### config.mk
export PLATFORM = sky130hd
export DESIGN_NAME = seven_seg_scanner_flat
export DESIGN_NICKNAME = d
export VERILOG_FILES = /design/src/rtl/seven_seg_if.sv /design/src/rtl/seven_seg_scanner.sv /design/src/flat_wrapper.sv
export SDC_FILE = /design/constraint.sdc
export NUM_CORES = 1
export LEC_CHECK = 0
export ABC_CLOCK_PERIOD_IN_PS = 3200
export BUFFER_PORTS_ARGS = -buffer_cell sky130_fd_sc_hd__buf_4
export CAP_MARGIN = 40
export CORE_UTILIZATION = 55
export DETAILED_ROUTE_END_ITERATION = 8
export GPL_TIMING_DRIVEN = 0
export PLACE_DENSITY = 0.83
export SLEW_MARGIN = 20
export SYNTH_ARGS = -nofsm -noshare
export SYNTH_HDL_FRONTEND = slang
export SYNTH_SLANG_ARGS = --single-unit
### constraint.sdc
create_clock -name clk -period 3.2 [get_ports clk]
set_input_delay 0.32 -clock clk [delete_from_list [all_inputs] [get_ports clk]]
set_output_delay 0.32 -clock clk [all_outputs]
set_load 0.01 [all_outputs]
### src/rtl/seven_seg_if.sv
// Bundle of data, control and display signals between a digit source and the scanner.
interface seven_seg_if #(
  parameter int unsigned NUM_DIGITS = 4
) ();
  logic [4*NUM_DIGITS-1:0] digits;
  logic [NUM_DIGITS-1:0]   dp_in;
  logic                    load;
  logic                    lz_blank;
  logic [6:0]              seg;
  logic                    dp;
  logic [NUM_DIGITS-1:0]   an;
  logic                    frame_done;

  modport master (
    output digits, dp_in, load, lz_blank,
    input  seg, dp, an, frame_done
  );

  modport slave (
    input  digits, dp_in, load, lz_blank,
    output seg, dp, an, frame_done
  );
endinterface

### src/rtl/seven_seg_scanner.sv
// Time-multiplexed 7-segment scanner: one digit per refresh slot, dead time at slot start,
// leading-zero blanking and double-buffered digits that only swap at frame boundaries.
module seven_seg_scanner #(
  parameter int unsigned NUM_DIGITS    = 4,
  parameter int unsigned REFRESH_DIV   = 100_000,
  parameter int unsigned BLANK_CYCLES  = 1_000,
  parameter bit          AN_ACTIVE_LOW = 1'b1
) (
  input logic       clk,
  input logic       rst,
  seven_seg_if.slave bus
);

  localparam int unsigned CntW = $clog2(REFRESH_DIV);
  localparam int unsigned IdxW = $clog2(NUM_DIGITS);
  localparam logic [NUM_DIGITS-1:0] AnOff = {NUM_DIGITS{AN_ACTIVE_LOW}};

  logic [CntW-1:0]                 slot_cnt_q;
  logic [IdxW-1:0]                 idx_q;
  logic [NUM_DIGITS-1:0][3:0]      pend_q;
  logic [NUM_DIGITS-1:0]           pend_dp_q;
  logic                            pend_valid_q;
  logic [NUM_DIGITS-1:0][3:0]      disp_q;
  logic [NUM_DIGITS-1:0]           disp_dp_q;
  logic [6:0]                      seg_q, seg_d;
  logic                            dp_q, dp_d;
  logic [NUM_DIGITS-1:0]           an_q, an_d;
  logic                            frame_done_q;

  logic                            slot_wrap;
  logic                            frame_end;
  logic [NUM_DIGITS-1:0]           blank;

  function automatic logic [6:0] decode(input logic [3:0] d);
    logic [6:0] s;
    case (d)
      4'd0:    s = 7'b1111110;
      4'd1:    s = 7'b0110000;
      4'd2:    s = 7'b1101101;
      4'd3:    s = 7'b1111001;
      4'd4:    s = 7'b0110011;
      4'd5:    s = 7'b1011011;
      4'd6:    s = 7'b1011111;
      4'd7:    s = 7'b1110000;
      4'd8:    s = 7'b1111111;
      4'd9:    s = 7'b1111011;
      default: s = 7'b0000000;
    endcase
    return s;
  endfunction

  assign slot_wrap = (slot_cnt_q == CntW'(REFRESH_DIV - 1));
  assign frame_end = slot_wrap && (idx_q == IdxW'(NUM_DIGITS - 1));

  // A digit is blanked when it and every more-significant digit are zero; digit 0 never is.
  always_comb begin
    logic zero_above;
    zero_above = 1'b1;
    blank      = '0;
    for (int k = NUM_DIGITS - 1; k >= 1; k--) begin
      zero_above = zero_above && (disp_q[k] == 4'd0);
      blank[k]   = bus.lz_blank && zero_above;
    end
  end

  always_comb begin
    seg_d = '0;
    dp_d  = 1'b0;
    an_d  = AnOff;
    if (slot_cnt_q >= CntW'(BLANK_CYCLES)) begin
      an_d  = AnOff ^ (NUM_DIGITS'(1) << idx_q);
      seg_d = blank[idx_q] ? 7'b0000000 : decode(disp_q[idx_q]);
      dp_d  = disp_dp_q[idx_q];
    end
  end

  always_ff @(posedge clk or posedge rst) begin
    if (rst) begin
      slot_cnt_q <= '0;
      idx_q      <= '0;
    end else begin
      slot_cnt_q <= slot_wrap ? '0 : slot_cnt_q + CntW'(1);
      if (frame_end) begin
        idx_q <= '0;
      end else if (slot_wrap) begin
        idx_q <= idx_q + IdxW'(1);
      end
    end
  end

  // The display buffer is only written at a frame boundary, so a frame never tears.
  // A load in the boundary cycle lands in pending and waits for the following boundary.
  always_ff @(posedge clk or posedge rst) begin
    if (rst) begin
      pend_q       <= '0;
      pend_dp_q    <= '0;
      pend_valid_q <= 1'b0;
      disp_q       <= '0;
      disp_dp_q    <= '0;
    end else begin
      if (frame_end && pend_valid_q) begin
        disp_q       <= pend_q;
        disp_dp_q    <= pend_dp_q;
        pend_valid_q <= 1'b0;
      end
      if (bus.load) begin
        pend_q       <= bus.digits;
        pend_dp_q    <= bus.dp_in;
        pend_valid_q <= 1'b1;
      end
    end
  end

  always_ff @(posedge clk or posedge rst) begin
    if (rst) begin
      seg_q        <= '0;
      dp_q         <= 1'b0;
      an_q         <= AnOff;
      frame_done_q <= 1'b0;
    end else begin
      seg_q        <= seg_d;
      dp_q         <= dp_d;
      an_q         <= an_d;
      frame_done_q <= frame_end;
    end
  end

  assign bus.seg        = seg_q;
  assign bus.dp         = dp_q;
  assign bus.an         = an_q;
  assign bus.frame_done = frame_done_q;

endmodule

### src/flat_wrapper.sv
// flat-port wrapper written by rule: the top's interface ports become plain ports
module seven_seg_scanner_flat 
#(
  parameter int unsigned NUM_DIGITS    = 4,
  parameter int unsigned REFRESH_DIV   = 100_000,
  parameter int unsigned BLANK_CYCLES  = 1_000,
  parameter bit          AN_ACTIVE_LOW = 1'b1
)
  (clk, rst, bus_digits, bus_dp_in, bus_load, bus_lz_blank, bus_seg, bus_dp, bus_an, bus_frame_done);
  seven_seg_if #(.NUM_DIGITS(NUM_DIGITS)) bus_i ();
  input logic clk;
  input logic rst;
  input wire logic [$bits(bus_i.digits)-1:0] bus_digits;
  input wire logic [$bits(bus_i.dp_in)-1:0] bus_dp_in;
  input wire logic [$bits(bus_i.load)-1:0] bus_load;
  input wire logic [$bits(bus_i.lz_blank)-1:0] bus_lz_blank;
  output wire logic [$bits(bus_i.seg)-1:0] bus_seg;
  output wire logic [$bits(bus_i.dp)-1:0] bus_dp;
  output wire logic [$bits(bus_i.an)-1:0] bus_an;
  output wire logic [$bits(bus_i.frame_done)-1:0] bus_frame_done;
  assign bus_i.digits = bus_digits;
  assign bus_i.dp_in = bus_dp_in;
  assign bus_i.load = bus_load;
  assign bus_i.lz_blank = bus_lz_blank;
  assign bus_seg = bus_i.seg;
  assign bus_dp = bus_i.dp;
  assign bus_an = bus_i.an;
  assign bus_frame_done = bus_i.frame_done;
  seven_seg_scanner #(.NUM_DIGITS(NUM_DIGITS), .REFRESH_DIV(REFRESH_DIV), .BLANK_CYCLES(BLANK_CYCLES), .AN_ACTIVE_LOW(AN_ACTIVE_LOW)) u_core (.clk(clk), .rst(rst), .bus(bus_i));
endmodule
==> impl_metrics.yaml, run 1 <==
detailed_routing:
  avgRoutedWirePerCell_um: 16.3
  num_vias: 2108
  final_antenna_net_count: 0
  vias_per_cell: 5.53
  wl_mm: 6.20
  firstDrtPassIters: 4
  drc: 0
  drt_iter0_drc: 69
sta:
  hold_violations: 0
  rsz0062_at_grt: "false"
  max_freq_mhz: 456
  tightest_slew_ns: 0.592
  final_max_slew_viol_count: 0
  setup_tns_ns: 0
  whs_ns: 0.200
  slew_headroom_pct: 60.4
  finClkSkew_ns: 0.0121
  fin_crit_sh_pct: 68.5
  min_period_ns: 2.19
  setup_viol: 0
worst_setup_path:
  rrSetupSlack_ns: 1.01
  crit_arrival_ns: 2.41
  crit_path_end_kind: "register"
  path_class: "register to register"
  required_ns: 3.42
  r2r_end: "u_core.bus.seg[3]"
  crit_fanout: 8
  cp-start-kind: "register"
  reg2reg_depth: 7
  rr_startpoint: "u_core.idx_q[0]"
place:
  place_area_um2: 3790
  numPortBuffers: 36
  dpl.hpwl_mm: 4.35
  gp_congestion: 0.822
grt:
  overflow: 0
  grt_max_degree: 52
  grt_pass1_vias: 2148
  grt_usage_pct: 22.2
  antenna_found_initial: 0
  grt_pass1_wl_mm: 10.4
clock_tree:
  ctsResizeCount: 0
  cts.sink_count: 73
  cts.path.max_buffers: 2
  cts_buffers: 9
  cts_max_level: 3
  cts_tree: "done"
  clockRootBuffer: "clkbuf_8"
  post-cts-setup-buffers: 0
  worstSkewPairLatency_ns: 0.35
  hold_buffers: 1
  clkTransAtPathRegs_ns: 0.08
yosys:
  netlist_area_um2: 3400
  yosysMostFrequentCell: "dfrtp_1"
  synth_top_area_share_pct: 50.8
  synth.area.top_cells: "dfrtp_1 (51%), mux2_4 (8.8%), mux2_2 (6.6%)"
  avgSynthCellArea_um2: 13.5
  synthTopCellsByCount: "dfrtp_1 (69), mux2_2 (20), mux2_4 (20)"
  ys_types: 43
  synth_nets: 287
  ys_ff_latch: 73
  synth_seq_area_share_pct: 53.9
  ys.warnings.count: 0
  synth_enable_flop_cells: 0
  synth_cells: 252
  synth_ff_type: "dfrtp_1"
  ys_async_sr_fraction_pct: 100
  synth_area_leader_cell: "dfrtp_1"
final_layout:
  areaGrowthSynthToFinish_pct: 18.0
  antenna_cells: 0
  fin_area_um2: 4010
  drive_above_1_share_pct: 36.9
  multi_input_area_um2: 1460
  nFillCells: 433
  nets: 336
  register_area_um2: 1830
die:
  rows: 28
  core_um2: 5960
  dieArea_um2: 6500
  start_util_pct: 57.1
  die_h_um: 80.6
  die_x_um: 80.6
  pin_count: 37
hold_path:
  whs_path_depth: 2
  min_to: "u_core.pend_dp_q[0]"
  hold_class: "primary input to register"
  min_from: "bus_dp_in[0]"
run_status:
  outcome: "completed"
run:
  cap_viol_max_count: 0
pwr:
  powerDensity_nw_per_um2: 445
  p_leak_uw: 0.00188
  vdd_ir_drop_max_uv: 352
## logic make-up after synthesis
family / synth area share, %
flops: 53.9
mux: 19.7
xor+xnor: 3.09
fa+ha+maj: 4.05
simple gates: 12.7
buf+inv: 3.31
compound gates: 3.31
## placed cells by master (no fill, tap or decap), types with 2 or more instances in the layout
cell type / n
mux4_2: 5
a31o_2: 2
mux2i_1: 3
nor4_1: 2
nand2_1: 13
xor2_1: 4
mux2_4: 20
buf_4: 37
and2_1: 2
nand3_1: 9
nor2b_1: 4
mux2_2: 20
nand4_1: 3
inv_1: 11
nor2_1: 9
o21ai_0: 6
ha_1: 11
nor3_1: 9
clkbuf_8: 11
a21o_1: 2
dfstp_2: 4
buf_12: 2
xnor2_1: 8
and3_1: 5
o21bai_1: 2
clkbuf_1: 5
dfrtp_1: 69
and4_1: 5
## routing by layer
| layer | global-route usage, % | wire (um) | part of all wire, % | up-vias |
|---|---|---|---|---|
| li1 | - | - | - | 992 |
| met1 | 28.6 | 2760 | 45 | 1059 |
| met2 | 35.4 | 3090 | 50 | 49 |
| met3 | 5.91 | 261 | 4.2 | 8 |
| met4 | 8.75 | 87 | 1.4 | 0 |
| met5 | 0 | 0 | 0 | - |
## power breakdown
part	switching, uW	internal (uW)
registers	13.9	948
clock network	340	403
logic	33.3	46.0
## critical path: stages (launching register included)
cell	delay, ns
dfrtp_1	0.41
buf_2	0.27
mux4_2	0.61
inv_1	0.14
ha_1	0.24
and2_1	0.17
o21ai_0	0.16
nor3_1	0.06
## sequential cells by signal (all words and copies together), names as in the netlist, 2 cells and up
signal             cells
u_core.disp_dp_q       4
u_core.bus.seg         7
u_core.idx_q           2
u_core.pend_dp_q       4
u_core.disp_q         16
u_core.bus.an          4
u_core.slot_cnt_q     17
u_core.pend_q         16
## how the worst max path moves through the flow
stage               startpoint                   to  cells after the start
2_1_floorplan              rst        u_core.bus.dp                      1
3_3_place_gp               rst  u_core.pend_dp_q[2]                      2
3_5_place_dp   u_core.idx_q[0]    u_core.bus.seg[3]                      7
4_1_cts        u_core.idx_q[0]    u_core.bus.seg[3]                      7
5_1_grt        u_core.idx_q[0]    u_core.bus.seg[3]                      7
6_report       u_core.idx_q[0]    u_core.bus.seg[3]                      7
## stage by stage
step / std cells / setup WS [ns] / util [%] / total power (uW)
2_1_floorplan: 252 / 1.03 / - / 1020
3_3_place_gp: 363 / 0.302 / 63.2 / 1050
3_5_place_dp: 364 / 1.02 / 63.7 / 1060
4_1_cts: 381 / 1.01 / 67.3 / 1800
5_1_grt: 381 / 0.796 / 67.3 / 1840
6_report: 381 / 1.01 / 67.3 / 1780
## cell type report
type / instances / area share, %
timing repair buffer: 38 / 7.68
clock buffer: 12 / 3.87
buffer: 8 / 1.68
tap: 75 / 2.34
sequential: 73 / 45.7
clock inverter: 4 / 1.28
multi-input combinational: 159 / 36.3
inverter: 12 / 1.19
Power figures use the tool's default switching activity.
==> inputs of run 2 (changes only) <==
Settings changed: ABC_AREA set to 1, ABC_CLOCK_PERIOD_IN_PS 3200 to 2000, CORE_UTILIZATION 55 to 53, PLACE_DENSITY 0.83 to 0.84.
Clock period 3.2 ns to 2 ns, I/O delays scaled along.
==> impl_metrics.yaml, run 2 <==
run_status:
  outcome: "finished with violations"
  violations: "design-rule violations"
die:
  core_um2: 6460
  dieArea_um2: 7130
  die_h_um: 84.4
  start_util_pct: 55.8
  pin_count: 37
  die_x_um: 84.4
  rows: 29
pwr:
  powerDensity_nw_per_um2: 654
  p_leak_uw: 0.00224
  vdd_ir_drop_max_uv: 451
final_layout:
  final_cell_mix: "nand2_1 (171), dfrtp_1 (69), nor2_1 (49), inv_1 (41), buf_4 (36)"
  nFillCells: 566
  fin_area_um2: 4210
  top_regs: "u_core.slot_cnt_q x17, u_core.disp_q x16, u_core.pend_q x16"
  antenna_cells: 0
  nets: 541
  final_common_cell: "nand2_1"
  largest-register: "u_core.slot_cnt_q"
  drive_above_1_share_pct: 15.9
  largest_register_ffs: 17
  areaGrowthSynthToFinish_pct: 16.8
grt:
  overflow: 0
  grt_usage_pct: 22.7
  grt_pass1_wl_mm: 12.8
  grt_max_degree: 37
  antenna_found_initial: 0
  grt_pass1_vias: 2855
worst_setup_path:
  path_class: "register to register"
  crit_path_end_kind: "register"
  crit_arrival_ns: 2.02
  cp-start-kind: "register"
  reg2reg_depth: 10
  required_ns: 2.28
  crit_fanout: 11
detailed_routing:
  num_vias: 3022
  wl_mm: 7.38
  drt_iter0_drc: 158
  vias_per_cell: 5.14
  drc: 10
  avgRoutedWirePerCell_um: 12.5
  final_antenna_net_count: 0
  firstDrtPassIters: 7
clock_tree:
  post-cts-setup-buffers: 0
  clkTransAtPathRegs_ns: 0.09
  ctsResizeCount: 0
  hold_buffers: 1
  worstSkewPairLatency_ns: 0.35
  cts_tree: "done"
  cts_max_level: 3
  clockRootBuffer: "clkbuf_8"
  cts.path.max_buffers: 2
  cts_buffers: 9
  cts.sink_count: 73
yosys:
  synth_nets: 491
  ys_async_sr_fraction_pct: 100
  synth_cells: 456
  netlist_area_um2: 3600
  ys.warnings.count: 0
  synth_ff_type: "dfrtp_1"
  synth_top_area_share_pct: 47.9
  synth_area_leader_cell: "dfrtp_1"
  synth.area.top_cells: "dfrtp_1 (48%), nand2_1 (18%), nor2_1 (5.1%)"
  synthTopCellsByCount: "nand2_1 (171), dfrtp_1 (69), nor2_1 (49)"
  ys_types: 25
  ys_ff_latch: 73
  yosysMostFrequentCell: "nand2_1"
  avgSynthCellArea_um2: 7.90
  synth_seq_area_share_pct: 50.9
  synth_enable_flop_cells: 0
sta:
  hold_violations: 0
  final_max_slew_viol_count: 0
  setup_tns_ns: 0
  setup_slack_ns: 0.264
  fin_crit_sh_pct: 86.8
  min_period_ns: 1.74
  tightest_slew_ns: 0.408
  rsz0062_at_grt: "false"
  setup_viol: 0
  finClkSkew_ns: 0.00608
  max_freq_mhz: 576
  slew_headroom_pct: 72.8
run:
  cap_viol_max_count: 0
hold_path:
  hold_class: "primary input to register"
  whs_path_depth: 3
place:
  place_area_um2: 4010
  numPortBuffers: 36
  dpl.hpwl_mm: 5.46
  gp_congestion: 0.892
  dp_slack_ns: 0.283
[run 2: cell types whose count changed in the layout (fill, tap and decap cells not counted), sizes merged, moves of 13 or more]
cell   before  now
inv        12   48
mux2       40    0
nand2      13  175
nand3       9   22
nand4       3   24
nor2        9   52
[run 2: per-stage QoR]
| step | std cells | hold slack [ns] | power [uW] | util, % |
|---|---|---|---|---|
| final | 588 | 0.0422 | 2750 | 65.1 |
| after floorplan | 456 | 0.312 | 1620 | - |
| after detailed placement | 571 | 0.180 | 1690 | 62.1 |
| after CTS | 588 | 0.0339 | 2780 | 65.1 |
| after global routing | 588 | 0.0394 | 2850 | 65.1 |
| after global placement | 569 | 0.400 | 1670 | 61.5 |
[run 2: power by group]
part | internal [uW] | leakage [uW] | switching, uW
combinational | 56.0 | 0.00120 | 66.5
sequential | 1510 | 0.000951 | 22.2
clock | 471 | 0.0000884 | 623
[run 2: logic make-up after synthesis]
family                   synth area share (%)
XOR/XNOR                                 1.46
AND/OR/NAND/NOR                          33.5
buffers and inverters                    7.68
flip-flops                               50.9
AO/OA/AOI/OAI                            2.71
adder cells (fa/ha/maj)                  3.82
[run 2: area by class of cell]
| cell class | count | area, um^2 | share of cell area [%] |
|---|---|---|---|
| clock buffers | 9 | 124 | 2.94 |
| plain buffers | 15 | 96.3 | 2.29 |
| multi-input cells | 320 | 1490 | 35.5 |
| inverters | 48 | 184 | 4.37 |
| well taps | 77 | 96.3 | 2.29 |
| flip-flops and latches | 73 | 1830 | 43.5 |
| repair buffers | 39 | 320 | 7.61 |
| clock inverters | 7 | 61.3 | 1.46 |
[run 2: worst paths after layout]
path	start	endpoint	slack [ns]
setup / recovery	u_core.idx_q[0]	u_core.bus.seg[3]	0.26
hold / removal	bus_digits[7]	u_core.pend_q[7]	0.04
setup reg to reg	u_core.idx_q[0]	u_core.bus.seg[3]	0.26
hold reg to reg	u_core.pend_q[10]	u_core.pend_q[10]	0.48
max in group asynchronous	rst	u_core.bus.an[1]	0.90
min in group asynchronous	rst	u_core.bus.frame_done	0.35
[run 2: layer usage]
layer	vias up	share of wire, %	wire length [um]	track usage (%)
li1	1529	-	-	-
met3	11	5.5	408	3.44
met5	-	0	0	0
met4	0	1.6	119	8.32
met1	1379	47	3460	31.3
met2	103	46	3390	36.9
[run 2: worst max-delay path, stage by stage, from the launching register on]
cell	delay, ns
dfrtp_1	0.45
inv_2	0.13
buf_6	0.15
nand2_1	0.05
nand3_1	0.07
nand2_1	0.15
ha_1	0.32
inv_1	0.04
nor2_1	0.15
nor2_1	0.07
nor2_1	0.10
